`config.mk`:
```
export PLATFORM = sky130hd
export DESIGN_NAME = legv8_control_fsm
export DESIGN_NICKNAME = d
export VERILOG_FILES = /design/src/rtl/legv8_control_fsm.sv
export SDC_FILE = /design/constraint.sdc
export NUM_CORES = 1
export LEC_CHECK = 0
export ABC_AREA = 1
export CORE_MARGIN = 2
export CORE_UTILIZATION = 38
export DETAILED_ROUTE_END_ITERATION = 16
export PLACE_DENSITY_LB_ADDON = 0.25
export SYNTH_ARGS = -nofsm -noshare
export SYNTH_HDL_FRONTEND = slang
export SYNTH_SLANG_ARGS = --single-unit
```
`constraint.sdc`:
```
create_clock -name clock -period 3.08 [get_ports clock]
set_input_delay 0.616 -clock clock [delete_from_list [all_inputs] [get_ports clock]]
set_output_delay 0.616 -clock clock [all_outputs]
set_load 0.005 [all_outputs]
```
`src/rtl/legv8_control_fsm.sv`:
```
// Multi-cycle LEGv8 control unit: FETCH -> EXEC -> (MEM) -> FETCH, HALT absorbing.
// Define LEGV8_COND_BRANCH_EN to decode B.cond against the registered flags.

module legv8_control_fsm #(
    parameter int         CW_W = 25,
    parameter logic [4:0] XZR  = 5'd31
) (
    input  logic            clock,
    input  logic            reset,
    input  logic [31:0]     instruction,
    input  logic [4:0]      status,
    output logic [CW_W-1:0] control_word,
    output logic            SL,
    output logic [1:0]      PS,
    output logic [63:0]     literal,
    output logic            halted
);

    typedef enum logic [1:0] {
        FETCH = 2'd0,
        EXEC  = 2'd1,
        MEM   = 2'd2,
        HALT  = 2'd3
    } state_t;

    typedef enum logic [3:0] {
        C_ILLEGAL = 4'd0,
        C_RTYPE   = 4'd1,
        C_ITYPE   = 4'd2,
        C_STUR    = 4'd3,
        C_LDUR    = 4'd4,
        C_B       = 4'd5,
        C_CBZ     = 4'd6,
        C_CBNZ    = 4'd7,
        C_BR      = 4'd8,
        C_BCOND   = 4'd9,
        C_HALT    = 4'd10
    } op_class_t;

    localparam logic [4:0] FS_AND = 5'b00000;
    localparam logic [4:0] FS_ORR = 5'b00100;
    localparam logic [4:0] FS_ADD = 5'b01000;
    localparam logic [4:0] FS_SUB = 5'b01001;
    localparam logic [4:0] FS_EOR = 5'b01100;

    function automatic logic [63:0] sext_b26(input logic [25:0] imm);
        return {{36{imm[25]}}, imm, 2'b00};
    endfunction

    function automatic logic [63:0] sext_cb19(input logic [18:0] imm);
        return {{43{imm[18]}}, imm, 2'b00};
    endfunction

    function automatic logic [63:0] sext_d9(input logic [8:0] imm);
        return {{55{imm[8]}}, imm};
    endfunction

    // flags = {V,C,N,Z} as presented on status[4:1]
    function automatic logic cond_pass(input logic [3:0] cond, input logic [3:0] flags);
        logic v;
        logic c;
        logic n;
        logic z;
        logic res;
        v = flags[3];
        c = flags[2];
        n = flags[1];
        z = flags[0];
        case (cond)
            4'b0000: res = z;
            4'b0001: res = ~z;
            4'b0010: res = c;
            4'b0011: res = ~c;
            4'b1010: res = (n == v);
            4'b1011: res = (n != v);
            4'b1100: res = ~z & (n == v);
            4'b1101: res = z | (n != v);
            default: res = 1'b0;
        endcase
        return res;
    endfunction

    state_t      state_r;
    state_t      next_state_s;
    logic [31:0] ir_r;
    op_class_t   dec_class_s;
    op_class_t   op_class_s;
    logic [4:0]  dec_fs_s;
    logic        dec_sl_s;

    logic [4:0]  ex_sa_s, ex_sb_s, ex_da_s, ex_fs_s;
    logic        ex_rw_s, ex_mw_s, ex_bsel_s, ex_enm_s, ex_ena_s, ex_sl_s;
    logic [1:0]  ex_ps_s;
    logic [63:0] ex_lit_s;

    logic [4:0]  sa_s, sb_s, da_s, fs_s;
    logic        rw_s, mw_s, bsel_s, enm_s, ena_s;

    // Opcode classification of the latched instruction
    always_comb begin
        dec_class_s = C_ILLEGAL;
        dec_fs_s    = FS_AND;
        dec_sl_s    = 1'b0;
        casez (ir_r[31:21])
            11'b10001011000: begin dec_class_s = C_RTYPE; dec_fs_s = FS_ADD; end
            11'b10101011000: begin dec_class_s = C_RTYPE; dec_fs_s = FS_ADD; dec_sl_s = 1'b1; end
            11'b11001011000: begin dec_class_s = C_RTYPE; dec_fs_s = FS_SUB; end
            11'b11101011000: begin dec_class_s = C_RTYPE; dec_fs_s = FS_SUB; dec_sl_s = 1'b1; end
            11'b10001010000: begin dec_class_s = C_RTYPE; dec_fs_s = FS_AND; end
            11'b10101010000: begin dec_class_s = C_RTYPE; dec_fs_s = FS_ORR; end
            11'b11001010000: begin dec_class_s = C_RTYPE; dec_fs_s = FS_EOR; end
            11'b1001000100?: begin dec_class_s = C_ITYPE; dec_fs_s = FS_ADD; end
            11'b1101000100?: begin dec_class_s = C_ITYPE; dec_fs_s = FS_SUB; end
            11'b1001001000?: begin dec_class_s = C_ITYPE; dec_fs_s = FS_AND; end
            11'b1011001000?: begin dec_class_s = C_ITYPE; dec_fs_s = FS_ORR; end
            11'b11111000000: dec_class_s = C_STUR;
            11'b11111000010: dec_class_s = C_LDUR;
            11'b000101?????: dec_class_s = C_B;
            11'b10110100???: dec_class_s = C_CBZ;
            11'b10110101???: dec_class_s = C_CBNZ;
            11'b11010110000: dec_class_s = C_BR;
`ifdef LEGV8_COND_BRANCH_EN
            11'b01010100???: dec_class_s = C_BCOND;
`endif
            default:         dec_class_s = C_ILLEGAL;
        endcase
    end

    // An all-zero word halts; it matches no other opcode pattern
    assign op_class_s = (ir_r == 32'd0) ? C_HALT : dec_class_s;

    // EXEC-cycle control fields; branch PS follows status combinationally
    always_comb begin
        ex_sa_s   = 5'd0;
        ex_sb_s   = 5'd0;
        ex_da_s   = 5'd0;
        ex_fs_s   = 5'd0;
        ex_rw_s   = 1'b0;
        ex_mw_s   = 1'b0;
        ex_bsel_s = 1'b0;
        ex_enm_s  = 1'b0;
        ex_ena_s  = 1'b0;
        ex_sl_s   = 1'b0;
        ex_ps_s   = 2'b01;
        ex_lit_s  = 64'd0;
        case (op_class_s)
            C_RTYPE, C_ITYPE: begin
                ex_sa_s   = ir_r[9:5];
                ex_sb_s   = ir_r[20:16];
                ex_da_s   = ir_r[4:0];
                ex_fs_s   = dec_fs_s;
                ex_rw_s   = 1'b1;
                ex_ena_s  = 1'b1;
                ex_sl_s   = dec_sl_s;
                ex_bsel_s = (op_class_s == C_ITYPE);
                ex_lit_s  = (op_class_s == C_ITYPE) ? {52'd0, ir_r[21:10]} : 64'd0;
            end
            C_STUR, C_LDUR: begin
                ex_sa_s   = ir_r[9:5];
                ex_sb_s   = ir_r[4:0];
                ex_fs_s   = FS_ADD;
                ex_bsel_s = 1'b1;
                ex_lit_s  = sext_d9(ir_r[20:12]);
                ex_mw_s   = (op_class_s == C_STUR);
                ex_ps_s   = (op_class_s == C_STUR) ? 2'b01 : 2'b00;
            end
            C_B: begin
                ex_ps_s  = 2'b10;
                ex_lit_s = sext_b26(ir_r[25:0]);
            end
            C_CBZ, C_CBNZ: begin
                ex_sa_s  = XZR;
                ex_sb_s  = ir_r[4:0];
                ex_fs_s  = FS_ADD;
                ex_lit_s = sext_cb19(ir_r[23:5]);
                ex_ps_s  = ((op_class_s == C_CBZ) == status[0]) ? 2'b10 : 2'b01;
            end
            C_BR: begin
                ex_sa_s = ir_r[9:5];
                ex_ps_s = 2'b11;
            end
            C_BCOND: begin
                ex_lit_s = sext_cb19(ir_r[23:5]);
                ex_ps_s  = cond_pass(ir_r[3:0], status[4:1]) ? 2'b10 : 2'b01;
            end
            C_HALT: begin
                ex_ps_s = 2'b00;
            end
            default: begin
                ex_ps_s = 2'b01;
            end
        endcase
    end

    // Next state and state-dependent outputs; reset forces a NOP cycle
    always_comb begin
        next_state_s = state_r;
        sa_s    = 5'd0;
        sb_s    = 5'd0;
        da_s    = 5'd0;
        fs_s    = 5'd0;
        rw_s    = 1'b0;
        mw_s    = 1'b0;
        bsel_s  = 1'b0;
        enm_s   = 1'b0;
        ena_s   = 1'b0;
        SL      = 1'b0;
        PS      = 2'b00;
        literal = 64'd0;
        halted  = 1'b0;
        if (reset) begin
            next_state_s = FETCH;
        end else begin
            case (state_r)
                FETCH: next_state_s = EXEC;
                EXEC: begin
                    sa_s    = ex_sa_s;
                    sb_s    = ex_sb_s;
                    da_s    = ex_da_s;
                    fs_s    = ex_fs_s;
                    rw_s    = ex_rw_s;
                    mw_s    = ex_mw_s;
                    bsel_s  = ex_bsel_s;
                    enm_s   = ex_enm_s;
                    ena_s   = ex_ena_s;
                    SL      = ex_sl_s;
                    PS      = ex_ps_s;
                    literal = ex_lit_s;
                    halted  = (op_class_s == C_HALT);
                    next_state_s = (op_class_s == C_HALT) ? HALT :
                                   (op_class_s == C_LDUR) ? MEM : FETCH;
                end
                MEM: begin
                    sa_s    = ex_sa_s;
                    sb_s    = ex_sb_s;
                    da_s    = ir_r[4:0];
                    fs_s    = ex_fs_s;
                    bsel_s  = ex_bsel_s;
                    literal = ex_lit_s;
                    rw_s    = 1'b1;
                    enm_s   = 1'b1;
                    PS      = 2'b01;
                    next_state_s = FETCH;
                end
                HALT: begin
                    halted       = 1'b1;
                    next_state_s = HALT;
                end
                default: next_state_s = FETCH;
            endcase
        end
    end

    assign control_word = {sa_s, sb_s, da_s, rw_s, mw_s, fs_s, bsel_s, enm_s, ena_s};

    // State and instruction register
    always_ff @(posedge clock) begin
        if (reset) begin
            state_r <= FETCH;
            ir_r    <= 32'd0;
        end else begin
            state_r <= next_state_s;
            ir_r    <= (state_r == FETCH) ? instruction : ir_r;
        end
    end

endmodule
```
* Word level (Yosys, flattened, before mapping)
Index checks and enable logic that the tools add are counted.
Operators by class: muxes and demuxes 49, reductions and logical operators 16, equality and inequality tests 40, bitwise gates (word level) 4
Operator list (count):
- 64-bit case mux with 4 select lines | 1
- 64-bit 2-to-1 mux | 2
- 11-bit == test, second input constant | 10
- 10-bit == test, second input constant | 4
- 5-bit 2-to-1 mux | 8
- 5-bit case mux with 2 select lines | 4
- 32-bit zero test | 1
- 4-bit case mux with 8 select lines | 1
- 4-bit == test, second input constant | 7
- 1-bit 2-to-1 mux | 18
- 4-bit by 2-bit == test with 1-bit output, second input constant | 4
- 4-bit by 3-bit == test with 1-bit output, second input constant | 4
- 8-bit == test, second input constant | 2
- 4-bit case mux with 4 select lines | 1
- 12-bit 2-to-1 mux | 1
- 2-bit case mux with 6 select lines | 1
- 2-bit OR reduction | 6
- 2-bit 2-to-1 mux | 5
- 3-bit OR reduction | 3
- 4-bit by 1-bit == test with 1-bit output, second input constant | 2
- 1-bit case mux with 8 select lines | 1
- 2-bit case mux with 4 select lines | 1
- 4-bit OR reduction | 2
- 7-bit OR reduction | 1
- 14 further kinds | 19
Storage, ports and cells: register bits after elaboration 34, output and inout bits 93, input bits 39

* Longest topological paths before layout
depth in word-level cells 10, depth in mapped cells 13

* Worst setup path after synthesis
Ideal clock, no wire load.
path type flip-flop to output port, start point reg ir_r[29], end point out literal[28], arrival 2722 ps, cell stages (with the launch flop) 10, slack -258 ps, required time 2464 ps, buffers on the path 1, cells stage by stage dfxtp_1 > nand2_1 > nor2_1 > nand3_1 > nand2_2 > inv_2 > o22ai_2 > a21oi_1 > nor2_1 > buf_4
On the way: cells in the longest elaborated chain, start to end 9
Ends and longest elaborated chain:
- from (decl) | RTL line 85 | logic [31:0] ir_r;
- from (signal assigned) | RTL line 263 | ir_r <= (state_r == FETCH) ? instruction : ir_r;
- 11-bit == test or 10-bit == test (tied branches) | RTL line 104 | casez (ir_r[31:21])
- 7-bit OR reduction (no line) or 4-bit OR reduction (tied branches)
- 4-bit case mux with 8 select lines | RTL line 104
- 4-bit 2-to-1 mux * | RTL line 130 | assign op_class_s = (ir_r == 32'd0) ? C_HALT : dec_class_s;
- 4-bit by 3-bit == test with 1-bit output, or another cell as far along | RTL line 146 | case (op_class_s)
- 3-bit OR reduction (no line) or 2-bit OR reduction (tied branches)
- 64-bit case mux with 4 select lines * | RTL line 146
- 64-bit 2-to-1 mux * | RTL line 214 | case (state_r)
- 64-bit 2-to-1 mux * | RTL line 211 | if (reset) begin
- to (decl) | RTL line 15 | output logic [63:0] literal,
Mark *: on every way between the ends. The rest lies on a longest branch, timed or not.

* Worst setup path after layout
start point reg ir_r[21], end point out literal[7]
On the way: cells in the longest elaborated chain, start to end 9
Ends and longest elaborated chain (RTL line):
- 11-bit == test | 104
- 7-bit OR reduction (no line)
- 4-bit case mux with 8 select lines | 104
- 4-bit 2-to-1 mux * | 130
- 4-bit by 3-bit == test with 1-bit output, or another cell as far along | 146
- 3-bit OR reduction (no line), or another cell as far along
- 64-bit case mux with 4 select lines * | 146
- 64-bit 2-to-1 mux * | 214
- 64-bit 2-to-1 mux * | 211
Marked as above.

==> qor.yml <==
route.detailed.drc: 0
port_buffers: 125
cp.required_ps: 2460
grt_pass1_wl_um: 14200
grt_max_degree: 37
htree_levels: 2
num_antenna_cells: 0
syn_area_um2: 2760
cp_slowest_cell: "clkdlybuf4s50_1"
endpoint_kind: "output pin"
post_drt_wl_per_cell_um: 15.5
skew_ps: 6.07
drt_wl_total_um: 9810
min-delay-start: "ir_r[27]"
critPathBufInv: 3
die_w_um: 89.2
yosysSeqAreaShare: 0.247
clockRootBuffer: "clkbuf_8"
cpPeakStageDelay_ps: 520
syn_avg_cell_area_um2: 6.42
drt_iter0_markers: 213
grt_pass1_vias: 2846
path_class: "reg -> out"
hold-path-endpoint: "ir_r[27]"
cp-start-kind: "flip-flop"
dieArea_um2: 7960
first_pass_iters: 5
grtUsageTotal: 0.231
synth_commonest_cells: "nor2_1, buf_4, inv_1, a21oi_1, nand2_1"
synth_edf_count: 0
powerDensity_nw_per_um2: 270
ir_drop_v: 0.000169
synth_top_area_cell: "dfxtp_1"
cts.sinks: 34
cts_hold_buf: 0
yosysMostFrequentCell: "nor2_1"
worstMarginPinSlew_ps: 758
hold_class: "reg -> reg"
syn_to_final_growth_pct: 59.2
antenna_found_initial: 0
r2r-end: "ir_r[20]"
rows: 31
hold-worst-slack_ps: 492
async_reset_ff_frac: 0
r2r_cells: 6
postRouteAntennaNets: 0
crit_fanout: 16
start_util: 0.387
setup_viol: 0
maxCapViolCount: 0
cpMostUsedCell: "nor2_4"
fmax_mhz: 338
clk_pin_slew_worst_paths_ps: 70
r2r_slack_ps: 1130
viasPerCell: 5.15
drive_above_1_share: 0.189
ys_top_cells_by_area: "dfxtp_1, buf_4, nor2_1, a21oi_1, o21ai_0"
hpwl_um: 7290
finalInstanceArea_um2: 4390
timing.setup.tns_ps: 0
die_y_um: 89.2
ios: 132
synth_seq_cells: 34
path_delay_family: "simple AND/OR/NAND/NOR gates"
synth_ff_type: "dfxtp_1"
core_um2: 7140
synth_cells: 430
r2r_start: "state_r[0]"
crit_arrival_ps: 2340
path_cells: "inv_2, nand2_1, nor2_4, nand4_1, nand2_2, nor2_4, nand3_2, nand2_4, buf_4, nor2_1, clkdlybuf4s50_1"
fin_crit_sh: 0.961
min_delay_path_depth: 2
finalHoldViolCount: 0
leakagePower_nw: 2.30
layout_min_cycle_time_ps: 2960
synthDistinctLibCells: 37
dpl-instance-area_um2: 3910
slew-limit-headroom: 0.494
yosys_warnings: 0
fin_nets: 578
synth_top_area_share: 0.247
vias: 3264
fin_util: 0.616
tritoncts: "yes"
grt_overflow: 0
slew_viol_final: 0
globalplace.congestion: 0.914
clk_path_buf_depth: 2
outcome: "finished clean"
clk_latency_ps: 290
numCtsBuffers: 5
[worst min-delay path, cell delays in order, from the launching register on]
cell and delay (ps):
dfxtp_2 350, inv_2 60, a21oi_1 50
[cells by family (layout without fill, tap and decap cells)]
| group | Yosys count | in the layout | synth area share |
|---|---|---|---|
| flops | 34 | 34 | 0.247 |
| fa+ha+maj | 5 | 5 | 0.0227 |
| simple gates | 163 | 163 | 0.264 |
| other cells | 1 | 2 | 0.00136 |
| compound gates | 116 | 116 | 0.249 |
| buf+inv | 111 | 215 | 0.217 |
[metal layers]
metal | track usage | part of all wire | vias to the layer above
met3 | 0.0351 | 0.088 | 12
met2 | 0.379 | 0.46 | 151
met5 | 0 | 0 | -
li1 | - | - | 1618
met1 | 0.326 | 0.44 | 1483
met4 | 0.0380 | 0.0098 | 0
[placed cells by master (no fill, tap or decap), types with 7 or more instances in the layout]
cell and count:
clkdlybuf4s50_1 88, nor2_1 64, a21oi_1 42, inv_1 37, dlymetal6s2s_1 37, nand2_1 34, o21ai_0 34, buf_4 26
dfxtp_1 24, nand3_1 16, nor2_2 14, o22ai_1 11, inv_2 10, a221oi_1 8, dfxtp_2 7
[sequential cells by signal (all words and copies together) (netlist names)]
signal,flops
state_r,2
ir_r,32
[report_power, final]
part           switching [mW]  leakage, nW  internal [mW]  total [mW]
Combinational           0.147         1.96          0.104       0.251
Sequential             0.0417        0.287          0.476       0.518
Clock                   0.179       0.0504          0.241       0.419
[final cells by class]
cell class | instances | area, um^2
flip-flops and latches | 34 | 701
inverters | 51 | 201
multi-input cells | 286 | 1620
clock buffers | 5 | 68.8
clock inverters | 3 | 45.0
fillers | 702 | 2740
repair buffers | 156 | 1630
well taps | 99 | 124
[through the flow]
stage	std cells	setup slack, ps	power [mW]
final	634	120	1.19
after global routing	634	-2.19	1.24
after CTS	628	1.44	1.17
after detailed placement	615	34.6	0.740
after global placement	615	81.7	0.736
after floorplan	431	208	0.636
[worst max path at each step]
stage                     startpoint          endpoint  slack [ps]  cells after the start
final                       ir_r[21]        literal[7]         120                     11
after floorplan             ir_r[29]       literal[28]         210                      9
after CTS                   ir_r[21]       literal[46]           1                     11
after detailed placement       reset  control_word[15]          30                      6
after global placement         reset        literal[7]          80                      8
after global routing        ir_r[22]        literal[6]          -2                     11
[repair_timing]
item	in CTS	in global routing
setup endpoints to repair	48	82
pin swaps	4	6
gates resized for setup	20	78
buffers inserted	4	6
gates cloned	1	0
No activity file was read; power rests on OpenSTA's default activity.
